[src/rtl/rtc_write_sequencer.sv]
// RTC write sequencer: snapshots time/date fields on start, writes them one bus cycle
// per field to RTC RAM, then issues the RAM-to-clock/timer transfer command.
module rtc_write_sequencer #(
  parameter logic [7:0] A_SEG_CLK = 8'h21,
  parameter logic [7:0] A_SEG_TMR = 8'h41,
  parameter logic [7:0] A_DIA     = 8'h24,
  parameter logic [7:0] A_CMD     = 8'hF0,
  parameter logic [7:0] CMD_DATA  = 8'h01
) (
  input  logic       clk,
  input  logic       reset,
  input  logic       start,
  input  logic       en_clk,
  input  logic       dir_phase,
  input  logic       dat_phase,
  input  logic       step_done,
  input  logic [7:0] seg_in,
  input  logic [7:0] min_in,
  input  logic [7:0] hora_in,
  input  logic [7:0] dia_in,
  input  logic [7:0] mes_in,
  input  logic [7:0] ano_in,
  output logic [7:0] ad_out,
  output logic       wr_req,
  output logic       busy,
  output logic [2:0] field,
  output logic       write_done
);

  // W_* encodings equal the field index; IDLE sits outside 0..6 so it never aliases a field.
  typedef enum logic [3:0] {
    W_SEG  = 4'd0,
    W_MIN  = 4'd1,
    W_HORA = 4'd2,
    W_DIA  = 4'd3,
    W_MES  = 4'd4,
    W_ANO  = 4'd5,
    W_CMD  = 4'd6,
    IDLE   = 4'd8
  } state_t;

  state_t     state_reg;
  state_t     step_next;
  logic       en_clk_reg;
  logic       capture;
  logic [7:0] data_in  [6];
  logic [7:0] snap_val [6];
  logic [7:0] sel_addr;
  logic [7:0] sel_data;

  assign data_in[0] = seg_in;
  assign data_in[1] = min_in;
  assign data_in[2] = hora_in;
  assign data_in[3] = dia_in;
  assign data_in[4] = mes_in;
  assign data_in[5] = ano_in;

  assign capture = (state_reg == IDLE) && start;

  genvar gi;
  generate
    for (gi = 0; gi < 6; gi++) begin : g_snap
      logic [7:0] q_reg;
      always_ff @(posedge clk or posedge reset) begin
        if (reset)        q_reg <= '0;
        else if (capture) q_reg <= data_in[gi];
      end
      assign snap_val[gi] = q_reg;
    end
  endgenerate

  always_ff @(posedge clk or posedge reset) begin
    if (reset)        en_clk_reg <= 1'b0;
    else if (capture) en_clk_reg <= en_clk;
  end

  always_comb begin
    sel_addr = 8'hFF;
    sel_data = 8'hFF;
    case (state_reg)
      W_SEG:  begin sel_addr = en_clk_reg ? A_SEG_CLK : A_SEG_TMR;                 sel_data = snap_val[0]; end
      W_MIN:  begin sel_addr = en_clk_reg ? A_SEG_CLK + 8'd1 : A_SEG_TMR + 8'd1;   sel_data = snap_val[1]; end
      W_HORA: begin sel_addr = en_clk_reg ? A_SEG_CLK + 8'd2 : A_SEG_TMR + 8'd2;   sel_data = snap_val[2]; end
      W_DIA:  begin sel_addr = A_DIA;                                              sel_data = snap_val[3]; end
      W_MES:  begin sel_addr = A_DIA + 8'd1;                                       sel_data = snap_val[4]; end
      W_ANO:  begin sel_addr = A_DIA + 8'd2;                                       sel_data = snap_val[5]; end
      W_CMD:  begin sel_addr = {A_CMD[7:4], en_clk_reg ? 4'h1 : 4'h2};             sel_data = CMD_DATA;    end
      default: ;
    endcase
  end

  // Timer target has no date fields, so it jumps from hours straight to the command.
  always_comb begin
    step_next = IDLE;
    case (state_reg)
      W_SEG:   step_next = W_MIN;
      W_MIN:   step_next = W_HORA;
      W_HORA:  step_next = en_clk_reg ? W_DIA : W_CMD;
      W_DIA:   step_next = W_MES;
      W_MES:   step_next = W_ANO;
      W_ANO:   step_next = W_CMD;
      default: step_next = IDLE;
    endcase
  end

  always_ff @(posedge clk or posedge reset) begin
    if (reset) begin
      state_reg  <= IDLE;
      ad_out     <= 8'hFF;
      wr_req     <= 1'b0;
      busy       <= 1'b0;
      field      <= 3'd0;
      write_done <= 1'b0;
    end else begin
      write_done <= 1'b0;
      case (state_reg)
        IDLE: begin
          ad_out <= 8'hFF;
          field  <= 3'd0;
          wr_req <= start;
          busy   <= start;
          if (start) state_reg <= W_SEG;
        end
        W_SEG, W_MIN, W_HORA, W_DIA, W_MES, W_ANO, W_CMD: begin
          if (dir_phase) begin
            ad_out <= sel_addr;
          end else if (dat_phase) begin
            ad_out <= sel_data;
          end else if (step_done) begin
            if (state_reg == W_CMD) begin
              state_reg  <= IDLE;
              ad_out     <= 8'hFF;
              wr_req     <= 1'b0;
              busy       <= 1'b0;
              field      <= 3'd0;
              write_done <= 1'b1;
            end else begin
              state_reg <= step_next;
              field     <= 3'(step_next);
            end
          end
        end
        default: begin
          state_reg <= IDLE;
          ad_out    <= 8'hFF;
          wr_req    <= 1'b0;
          busy      <= 1'b0;
          field     <= 3'd0;
        end
      endcase
    end
  end

endmodule

[config.mk]
export PLATFORM = sky130hd
export DESIGN_NAME = rtc_write_sequencer
export DESIGN_NICKNAME = d
export VERILOG_FILES = /design/src/rtl/rtc_write_sequencer.sv
export SDC_FILE = /design/constraint.sdc
export NUM_CORES = 1
export LEC_CHECK = 0
export ABC_CLOCK_PERIOD_IN_PS = 2700
export BUFFER_PORTS_ARGS = -buffer_cell sky130_fd_sc_hd__buf_2
export CORE_MARGIN = 5
export CORE_UTILIZATION = 42
export CTS_CLUSTER_DIAMETER = 150
export DETAILED_ROUTE_END_ITERATION = 16
export PLACE_DENSITY = 0.63
export SETUP_SLACK_MARGIN = 0.3
export SYNTH_ARGS = -nofsm -noshare
export SYNTH_HDL_FRONTEND = slang
export SYNTH_SLANG_ARGS = --single-unit
[constraint.sdc]
create_clock -name clk -period 2.7 [get_ports clk]
set_input_delay 0.135 -clock clk [delete_from_list [all_inputs] [get_ports clk]]
set_output_delay 0.135 -clock clk [all_outputs]
set_load 0.005 [all_outputs]
Yosys cells after proc, flatten, opt, wreduce, memory -nomap -nowiden
Cells that the tools add are included.

Output and inout port bits: 14. Input bits: 55. Register bits after elaboration: 66.

Reductions and logical operators: 7. Mux-type cells: 34. Eq/ne operators: 14.

Operator list (count): case mux 8 bit (7 select lines) (2); two-way mux 8 bit (5); case mux 4 bit (6 select lines) (1); two-way mux 7 bit (3); two-way mux 4 bit (5); two-way mux 3 bit (6); equality test 4 x 3 -> 1 bit (second input constant) (3); != test 2 bit (second input constant) (5); two-way mux 1 bit (9); equality test 4 x 2 -> 1 bit (second input constant) (2); != test 4 bit (second input constant) (2); case mux 4 bit (2 select lines) (1); AND reduction 4 bit (2); OR reduction 7 bit (1); equality test 4 x 1 -> 1 bit (second input constant) (1); equality test 4 bit (second input constant) (1); logical NOT 4 bit (1); AND reduction 3 bit (1); two-way mux 2 bit (1); case mux 1 bit (2 select lines) (1); AND reduction 2 bit (1); logical AND 1 bit (1).

Depth between registers and ports, before layout
Gate-level depths: netlist of the first run.

Word-level depth: 7. Gate-level depth with buffers: 6.

Worst setup path before layout of the first run
No wires, ideal clock.

Kind: reg-to-reg. Start point: reg state_reg[3]. End point: reg en_clk_reg. Data arrival time: 1.514 ns. Data required time: 2.573 ns. Cell stages (with the launch flop): 6. Path buffers: 2. Clock period less this slack: 1.641 ns. Setup slack: 1.059 ns. Path through: dfstp_2 > clkbuf_1 > nand3_1 > nor2_4 > buf_6 > mux2_1.

Word-level cells in the longest chain between the ends: 2.

Ends and longest elaborated chain: start: declaration (RTL line 42) `state_t state_reg;`; start signal: assignment (RTL line 138) `state_reg <= step_next;`; equality test 4 bit (RTL line 58) `assign capture = (state_reg == IDLE) && start;`; logical AND 1 bit (RTL line 58); end signal: assignment (RTL line 74) `else if (capture) en_clk_reg <= en_clk;`; end: declaration (RTL line 44) `logic en_clk_reg;`.

Every way passes these cells. A chain may end at the register's enable or synchronous reset.

Worst setup path after layout of the first run
Start point: reg state_reg[2]. End point: reg g_snap[5].q_reg[5].

Word-level cells in the longest chain between the ends: 2.

Ends and longest elaborated chain: equality test 4 bit (RTL line 58); logical AND 1 bit (RTL line 58); end signal: assignment (RTL line 66) `else if (capture) q_reg <= data_in[gi];`; end: declaration (RTL line 63) `logic [7:0] q_reg;`.

Every way passes these cells.

==> run_results.csv, run 1 <==
group,metric,value,unit
place,dp_hpwl,5.62,mm
clocking,cts_resized,0,
sta,final_max_slew_viol_count,0,
sta,rsz0062_at_grt,"no",
clocking,hold_buffers,33,
sta,max_freq,545,MHz
yosys,synth_cells,280,
floorplan,die_area,0.00988,sq mm
yosys,yosysWarnings,0,
grt,grt_use_met2,0.278,
power,p_per_area,1000,mW/mm^2
setup_path,cp_slowest_stage_delay,0.53,ns
setup_path,cpMaxStageDelayCell,"dfrtp_1",
yosys,syn_area_per_cell,12.0,sq um
setup_path,cp_max_fo,32,
power,intPower,2800,uW
final_layout,area_delta_synth_final,28.6,%
clocking,h-tree-depth,3,
clocking,cts_buffer_depth,2,
power,netSwitchingPower,1520,uW
sta,hold_ws,0.00853,ns
place,postPlaceCellArea,0.00374,sq mm
route,drc_errors,0,
floorplan,start_util,0.432,
final_layout,layout_commonest_cell,"buf_2",
grt,grt_busiest_layer,"met2",
sta,worstMarginPinSlew,0.670,ns
grt,grt_max_degree,37,
yosys,synthDistinctLibCells,53,
setup_path,critical_path.endpoint_type,"flip-flop",
sta,tns,0,ns
power,power_frac_clock,0.196,
route,wl_per_cell,16.4,um
sta,finalHoldViolCount,0,
run_status,status,"finished, final reports clean",
setup_path,cp-start-kind,"flip-flop",
power,seq_power_share,0.424,
setup_path,crit_required,2.93,ns
setup_path,critPathKind,"reg2reg",
sta,max_slew_margin,0.553,
route,postRouteAntennaNets,0,
grt,grt.met3_usage,0.0533,
final_layout,mostFrequentLayoutCells,"buf_2, dfrtp_1, mux2_1, dlygate4sd3_1, mux2i_1",
route,drt_iter0_drc,157,
final_layout,final_cell_area,0.00431,sq mm
sta,period_needed,1.83,ns
sta,post-route-period-util,0.679,
power,peakVddDrop,0.413,mV
yosys,yosysSeqAreaShare,0.496,
route,viasPerCell,5.31,
power,p_comb_frac,0.380,
clocking,clock_latency,0.35,ns
final_layout,drive_above_1_share,0.307,
yosys,mappedNetlistArea,0.00336,sq mm
floorplan,core.rowCount,32,
route,dr.pass1.iters,4,
grt,grt_pass1_vias,2778,
job,maxCapViolations,0,
setup_path,arrival,2.06,ns
clocking,cts.sinks,66,
route,routed_wl,8.05,mm
yosys,synth_nets,335,
final_layout,num-nets-final,438,
clocking,cts_buffers,9,
floorplan,coreArea,0.00777,sq mm
power,p_leak,0.00186,uW
worst_hold_path,min_path_type,"in2reg",
final_layout,largest_reg_flops,48,
clocking,path_clk_slew,0.07,ns
clocking,cts_setup_buffers,0,
route,dr_total_vias,2601,
grt,grt_use_total,0.174,
power,swShare,0.351,
yosys,ys_ff_latch,66,
place,portBuffers,68,
sta,setup_violations,0,
final_layout,fin_util,0.555,
grt,grt_pass1_wl,13.5,mm
clocking,clockRootBuffer,"clkbuf_8",
final_layout,antenna_cells,0,
setup_path,crit_path_cell_trace,"nor2_2, nand3_1, nor2_4, buf_4, mux2_1",
grt,overflow,0,
floorplan,ios,69,
place,gp_congestion,0.855,
grt,antenna_found_initial,0,
floorplan,die_w,99.4,um
clocking,cts_tree,"built",
sta,fin_skew,0.00824,ns
floorplan,die_h,99.4,um
grt,grt_use_met1,0.219,
-- critical path, delay by kind of cell (launching register included) --
| kind | cells | cell delay [ns] |
|---|---|---|
| buf+inv | 1 | 0.37 |
| flops | 1 | 0.53 |
| mux | 1 | 0.37 |
| simple gates | 3 | 0.42 |
-- power by group through the flow --
stage	Combinational [uW]	Clock (uW)	Sequential [uW]
after floorplan	1260	0	1730
after global placement	1570	0	1830
after detailed placement	1620	0	1850
after CTS	1660	867	1830
after global routing	1830	916	1890
final	1640	849	1830
-- synthesized netlist by cell type, drive strengths merged --
library cell,instances,share of area
nor4,9,0.017
nand3b,1,0.0022
and3b,1,0.0026
a21boi,1,0.0022
o22ai,1,0.0019
a2111oi,2,0.0071
a31oi,6,0.011
clkinv,1,0.0011
nand2,10,0.012
buf,20,0.050
dfrtp,57,0.43
o2bb2ai,1,0.0026
nor2,17,0.023
o32ai,3,0.0078
a32oi,1,0.0026
nor3,9,0.013
a311oi,1,0.0026
nand3,5,0.0075
nor4b,1,0.0026
nand2b,9,0.019
a31o,1,0.0026
inv,4,0.0045
o221a,1,0.0034
a21oi,11,0.020
nor3b,1,0.0056
nor2b,3,0.0056
or2,1,0.0019
a211oi,1,0.0022
clkbuf,2,0.0022
a221oi,3,0.0097
or3b,1,0.0026
and3,1,0.0019
dfstp,9,0.070
a22oi,1,0.0022
mux2i,15,0.045
o31ai,5,0.013
mux2,51,0.17
a21o,1,0.0022
o21ai,12,0.021
-- routing by layer --
| metal | up-vias | part of all wire |
|---|---|---|
| li1 | 1232 | - |
| met3 | 20 | 0.066 |
| met1 | 1266 | 0.44 |
| met5 | - | 0 |
| met4 | 0 | 0.029 |
| met2 | 83 | 0.47 |
-- through the flow --
step / total power, uW / cells / setup slack [ns]
3_5_place_dp: 3470 / 437 / 0.895
6_report: 4320 / 490 / 0.867
4_1_cts: 4360 / 486 / 0.879
2_1_floorplan: 2980 / 280 / 0.925
5_1_grt: 4640 / 490 / 0.762
3_3_place_gp: 3410 / 437 / 0.932
-- cell families (layout without fill, tap and decap cells) --
kind of cell    Yosys count  count (layout)  synth area share
compound gates           52              52             0.114
buf+inv                  27             135            0.0582
flops                    66              66             0.496
mux                      66              66             0.216
simple gates             69              69             0.116
-- cell type report --
type	count	area (sq um)
multi-input cells	187	1500
clock inverters	5	52.6
well taps	102	128
flip-flops and latches	66	1660
clock buffers	11	151
fillers	700	3450
repair buffers	114	803
inverters	5	18.8
-- worst paths after layout --
kind                               startpoint            endpoint  slack (ns)  cells past startpoint
max reg2reg                      state_reg[2]  g_snap[5].q_reg[5]        0.87                      5
min in group asynchronous               reset  g_snap[1].q_reg[2]        0.42                      3
max in group asynchronous               reset           ad_out[0]        1.59                      4
min                                 seg_in[3]  g_snap[0].q_reg[3]       0.009                      2
min reg2reg                g_snap[4].q_reg[1]  g_snap[4].q_reg[1]        0.48                      1
max                              state_reg[2]  g_snap[5].q_reg[5]        0.87                      5
(Power assumes the default switching activity.)
==> run 2, diff against run 1 <==
- ABC_CLOCK_PERIOD_IN_PS: 2700 -> 1500
- PLACE_DENSITY: 0.63 -> 0.65
- clock period: 2.7 -> 1.5 ns (I/O delays scaled with it)
==> run_results.csv, run 2 (synthesized netlist as in run 1, its figures left out) <==
group,metric,value,unit
setup_path,arrival,1.82,ns
sta,rsz0062_at_grt,"yes",
final_layout,area_delta_synth_final,61.3,%
worst_hold_path,min_path_type,"in2reg",
final_layout,antenna_cells,0,
setup_path,crit_required,1.73,ns
route,drc_errors,0,
setup_path,cp-start-kind,"flip-flop",
final_layout,layout.cells.non_filler,547,
sta,finalHoldViolCount,0,
setup_path,critical_path.endpoint_type,"flip-flop",
final_layout,num-nets-final,495,
route,viasPerCell,5.44,
floorplan,start_util,0.432,
route,routed_wl,10.6,mm
grt,grt_max_degree,29,
clocking,cts_tree,"built",
sta,max_freq,628,MHz
clocking,cts_buffer_depth,2,
worst_hold_path,hold_depth,3,
grt,antenna_found_initial,0,
job,maxCapViolations,0,
place,portBuffers,68,
floorplan,die_h,99.4,um
worst_hold_path,hold_path_end,"ad_out[1]",
sta,setup_slack,-0.0927,ns
run_status,failed_checks,"negative setup slack",
run_status,status,"finished with violations",
power,p_leak,0.00238,uW
place,postPlaceCellArea,0.00404,sq mm
setup_path,r2r_slack,-0.09,ns
setup_path,r2r_cells,6,
sta,fin_skew,0.0147,ns
floorplan,die_w,99.4,um
final_layout,drive_above_1_share,0.530,
sta,max_slew_margin,0.639,
route,wl_per_cell,19.4,um
place,dp_hpwl,5.93,mm
clocking,h-tree-depth,3,
setup_path,critPathKind,"reg2reg",
route,dr.pass1.iters,5,
power,p_per_area,1860,mW/mm^2
floorplan,ios,69,
grt,grt_pass1_wl,15.2,mm
power,peakVddDrop,0.978,mV
grt,grt_use_total,0.196,
final_layout,layout_commonest_cell,"buf_2",
setup_path,cp_max_fo,7,
grt,overflow,0,
place,dpl_worst_slack,-0.0677,ns
final_layout,nFillCells,530,
floorplan,core.rowCount,32,
clocking,path_clk_slew,0.08,ns
setup_path,r2r_end,"g_snap[4].q_reg[3]",
clocking,clock_latency,0.35,ns
worst_hold_path,worstHoldStart,"dir_phase",
setup_path,r2r-start,"state_reg[2]",
final_layout,mostFrequentLayoutCells,"buf_2, dfrtp_1, dlygate4sd3_1, mux2_4, buf_4",
route,drt_iter0_drc,206,
grt,grt_pass1_vias,3110,
route,postRouteAntennaNets,0,
sta,worstMarginPinSlew,0.541,ns
clocking,clockRootBuffer,"clkbuf_8",
route,dr_total_vias,2973,
final_layout,largest_reg_flops,48,
sta,final_max_slew_viol_count,0,
floorplan,die_area,0.00988,sq mm
sta,period_needed,1.59,ns
place,gp_congestion,0.832,
clocking,cts.sinks,66,
final_layout,final_cell_area,0.00541,sq mm
floorplan,coreArea,0.00777,sq mm
sta,setup_violations,55,
sta,hold_ws,0.140,ns
clocking,cts_buffers,9,
place,dp_cells,461,
sta,post-route-period-util,1.06,
-- run 2: cell types whose count changed in the layout (fill, tap and decap cells not counted), moves of 10 or more --
| cell | before | now |
|---|---|---|
| dlygate4sd3_1 | 37 | 50 |
| mux2_1 | 48 | 9 |
| mux2_4 | 0 | 40 |
| buf_6 | 0 | 10 |
| buf_4 | 7 | 27 |
-- run 2: how the worst max path moves through the flow --
| stage | start | end | slack (ns) | cells after the start |
|---|---|---|---|---|
| after floorplan | state_reg[3] | g_snap[0].q_reg[1] | -0.005 | 5 |
| after global placement | state_reg[3] | g_snap[5].q_reg[0] | -0.02 | 4 |
| after detailed placement | state_reg[3] | g_snap[3].q_reg[7] | -0.07 | 4 |
| after CTS | state_reg[2] | g_snap[5].q_reg[6] | -0.04 | 6 |
| after global routing | state_reg[1] | ad_out[6] | -0.17 | 6 |
| final | state_reg[2] | g_snap[4].q_reg[3] | -0.09 | 6 |
-- run 2: timing repair --
item | 4_1_cts | 5_1_grt
hold buffers | 50 | 0
endpoints found under the hold margin | 65 | 0
setup buffers | 6 | 7
endpoints found under the setup margin | 66 | 66
resized for setup | 15 | 81
cloned | 2 | 5
pin swaps | 4 | 15
-- run 2: critical path, cell delays in order (launching register included) --
cell	delay [ns]
dfrtp_2	0.46
nor2_4	0.13
nand3_4	0.08
nor2_4	0.16
buf_6	0.17
clkbuf_16	0.17
mux2_4	0.30
-- run 2: power by group --
group	internal (uW)	leakage (uW)	switching, uW	total (uW)
sequential	2750	0.000778	621	3370
combinational	2950	0.00150	2220	5170
clock	856	0.0000986	690	1550
-- run 2: through the flow --
stage,TNS [ns],util,total power [uW]
after floorplan,-0.192,-,5640
after global placement,-0.240,0.520,6700
after detailed placement,-2.11,0.520,6790
after CTS,-0.954,0.631,8680
after global routing,-5.60,0.697,10600
final,-3.53,0.697,10100
-- run 2: cell type report --
type	instances	area, sq um	share of cell area
clock buffers	12	155	0.0287
clock inverters	4	50.0	0.00924
inverters	5	32.5	0.00601
multi-input cells	187	1880	0.347
flip-flops and latches	66	1670	0.308
well taps	102	128	0.0236
repair buffers	171	1510	0.278
-- run 2: per-layer routing --
layer / global-route usage / wire length (um) / vias up
met4: 0.0704 / 359 / 0
li1: - / - / 1350
met3: 0.0484 / 722 / 36
met5: 0 / 0 / -
met2: 0.327 / 5280 / 130
met1: 0.247 / 4280 / 1457
==> run 3, diff against run 2 <==
- BUFFER_PORTS_ARGS: -buffer_cell sky130_fd_sc_hd__buf_2 -> -buffer_cell sky130_fd_sc_hd__clkbuf_2
- CORE_MARGIN: 5 -> 2
==> run_results.csv, run 3 (synthesized netlist as in run 1, its figures left out) <==
group,metric,value,unit
floorplan,core.rowCount,32,
grt,overflow,0,
final_layout,nFillCells,571,
floorplan,start_util,0.434,
clocking,cts.sinks,66,
worst_hold_path,worstHoldStart,"dir_phase",
setup_path,cpMaxStageDelayCell,"dfrtp_2",
grt,antenna_found_initial,0,
route,route.met2.wl,4.53,mm
grt,grt_max_degree,67,
sta,finalHoldViolCount,0,
final_layout,seq_area,0.00167,sq mm
setup_path,critPathKind,"reg2reg",
sta,max_slew_margin,0.759,
worst_hold_path,min_path_type,"in2reg",
setup_path,crit_start,"state_reg[1]",
clocking,h-tree-depth,3,
route,dr.pass1.iters,6,
sta,worstMarginPinSlew,0.362,ns
worst_hold_path,hold_path_end,"ad_out[1]",
sta,period_needed,1.56,ns
job,maxCapViolations,0,
floorplan,ios,69,
final_layout,layout_commonest_cell,"clkbuf_2",
sta,max_freq,643,MHz
setup_path,r2r_end,"g_snap[2].q_reg[0]",
route,drc_errors,0,
power,peakVddDrop,0.862,mV
route,dr_total_vias,2885,
place,gp_congestion,0.896,
sta,fin_skew,0.0116,ns
final_layout,mostFrequentLayoutCells,"clkbuf_2, dfrtp_1, dlygate4sd3_1, mux2_1, buf_4",
clocking,cts_tree,"built",
grt,grt_pass1_wl,14.6,mm
place,postPlaceCellArea,0.00407,sq mm
route,routed_wl,9.18,mm
setup_path,critical_path.endpoint_type,"flip-flop",
place,dp_hpwl,5.51,mm
power,p_leak,0.00224,uW
grt,grt_pass1_vias,2967,
worst_hold_path,hold_depth,3,
route,postRouteAntennaNets,0,
setup_path,r2r_cells,6,
final_layout,multi_input_area,0.00174,sq mm
setup_path,critPathMostFrequentCell,"nor2_4",
power,p_per_area,1800,mW/mm^2
final_layout,num-nets-final,486,
clocking,cts_buffer_depth,2,
place,portBuffers,68,
sta,setup_slack,-0.0559,ns
run_status,status,"finished with violations",
setup_path,r2r_slack,-0.06,ns
setup_path,crit_family,"flip-flops",
floorplan,die_area,0.00872,sq mm
sta,final_max_slew_viol_count,0,
route,viasPerCell,5.35,
setup_path,r2r-start,"state_reg[1]",
setup_path,cp_num_buf_inv,2,
setup_path,cp_max_fo,9,
route,drt_iter0_drc,212,
final_layout,final_cell_area,0.00514,sq mm
floorplan,die_w,93.4,um
run_status,failed_checks,"negative setup slack",
clocking,path_clk_slew,0.08,ns
setup_path,cp_num_cells,6,
setup_path,cp-start-kind,"flip-flop",
sta,rsz0062_at_grt,"yes",
setup_path,cp_slowest_stage_delay,0.45,ns
sta,post-route-period-util,1.04,
floorplan,coreArea,0.00773,sq mm
route,maxUsedRoutingLayer,"met4",
route,routed-wl-met3,561,um
clocking,clock_latency,0.34,ns
setup_path,arrival,1.78,ns
power,finalPower,9230,uW
route,m1WireLength,3.94,mm
final_layout,drive_above_1_share,0.447,
setup_path,crit_path_cell_trace,"nor2_4, nand3_4, nor2_4, buf_4, clkbuf_16, mux2_1",
floorplan,die_h,93.4,um
route,wl_per_cell,17.0,um
sta,setup_violations,50,
final_layout,area_delta_synth_final,53.1,%
setup_path,crit_required,1.73,ns
final_layout,largest_reg_flops,48,
grt,grt_use_total,0.218,
clocking,clockRootBuffer,"clkbuf_8",
clocking,cts_buffers,9,
-- run 3: changes by cell type in the layout (fill, tap and decap cells not counted), moves of 5 or more --
cell      change
buf_2        -68
buf_6         -5
clkbuf_2     +68
mux2_1       +25
mux2_4       -26
-- run 3: worst max-delay path by stage --
stage                          to
6_report       g_snap[2].q_reg[0]
5_1_grt                 ad_out[1]
4_1_cts        g_snap[2].q_reg[4]
3_5_place_dp   g_snap[2].q_reg[2]
3_3_place_gp   g_snap[3].q_reg[2]
2_1_floorplan  g_snap[0].q_reg[1]
-- run 3: worst reg2reg max path, delay by kind of cell, from the launching register on --
| family | cells | cell delay [ns] |
|---|---|---|
| muxes | 1 | 0.32 |
| and+or+nand+nor | 3 | 0.34 |
| buffers and inverters | 2 | 0.33 |
| DFF | 1 | 0.45 |
-- run 3: per-layer routing --
layer  track usage  vias to the layer above
li1              -                     1335
met1         0.284                     1412
met2         0.362                      123
met3        0.0475                       15
met4        0.0711                        0
met5             0                        -
-- run 3: cell type report --
cell class	instances	area share
inverters	5	0.00585
clock buffers	11	0.0256
repair buffers	162	0.265
clock inverters	5	0.0153
well taps	102	0.0248
multi-input cells	187	0.338
diodes	1	0.000487
flip-flops and latches	66	0.324
-- run 3: power breakdown --
| group | switching (uW) | leakage, uW | internal, uW |
|---|---|---|---|
| Combinational | 1950 | 0.00136 | 2340 |
| Sequential | 567 | 0.000777 | 2750 |
| Clock | 687 | 0.000107 | 934 |
-- run 3: repair_timing --
action	CTS	global route
endpoints found under the setup margin	66	66
buffers inserted	6	0
hold buffers	50	0
gates cloned	1	3
pin swaps	6	6
gates resized for setup	35	16
endpoints found under the hold margin	106	0
-- run 3: metrics by stage --
step	hold WS (ns)	setup slack (ns)	TNS [ns]	util	std cells
finish	0.126	-0.0559	-1.51	0.665	539
global route	0.149	-0.0946	-3.34	0.664	538
CTS	0.111	-0.0110	-0.110	0.645	535
detailed placement	0.186	-0.0498	-1.04	0.527	462
global placement	0.186	-0.00737	-0.128	0.527	462
floorplan	0.210	-0.00460	-0.192	-	280
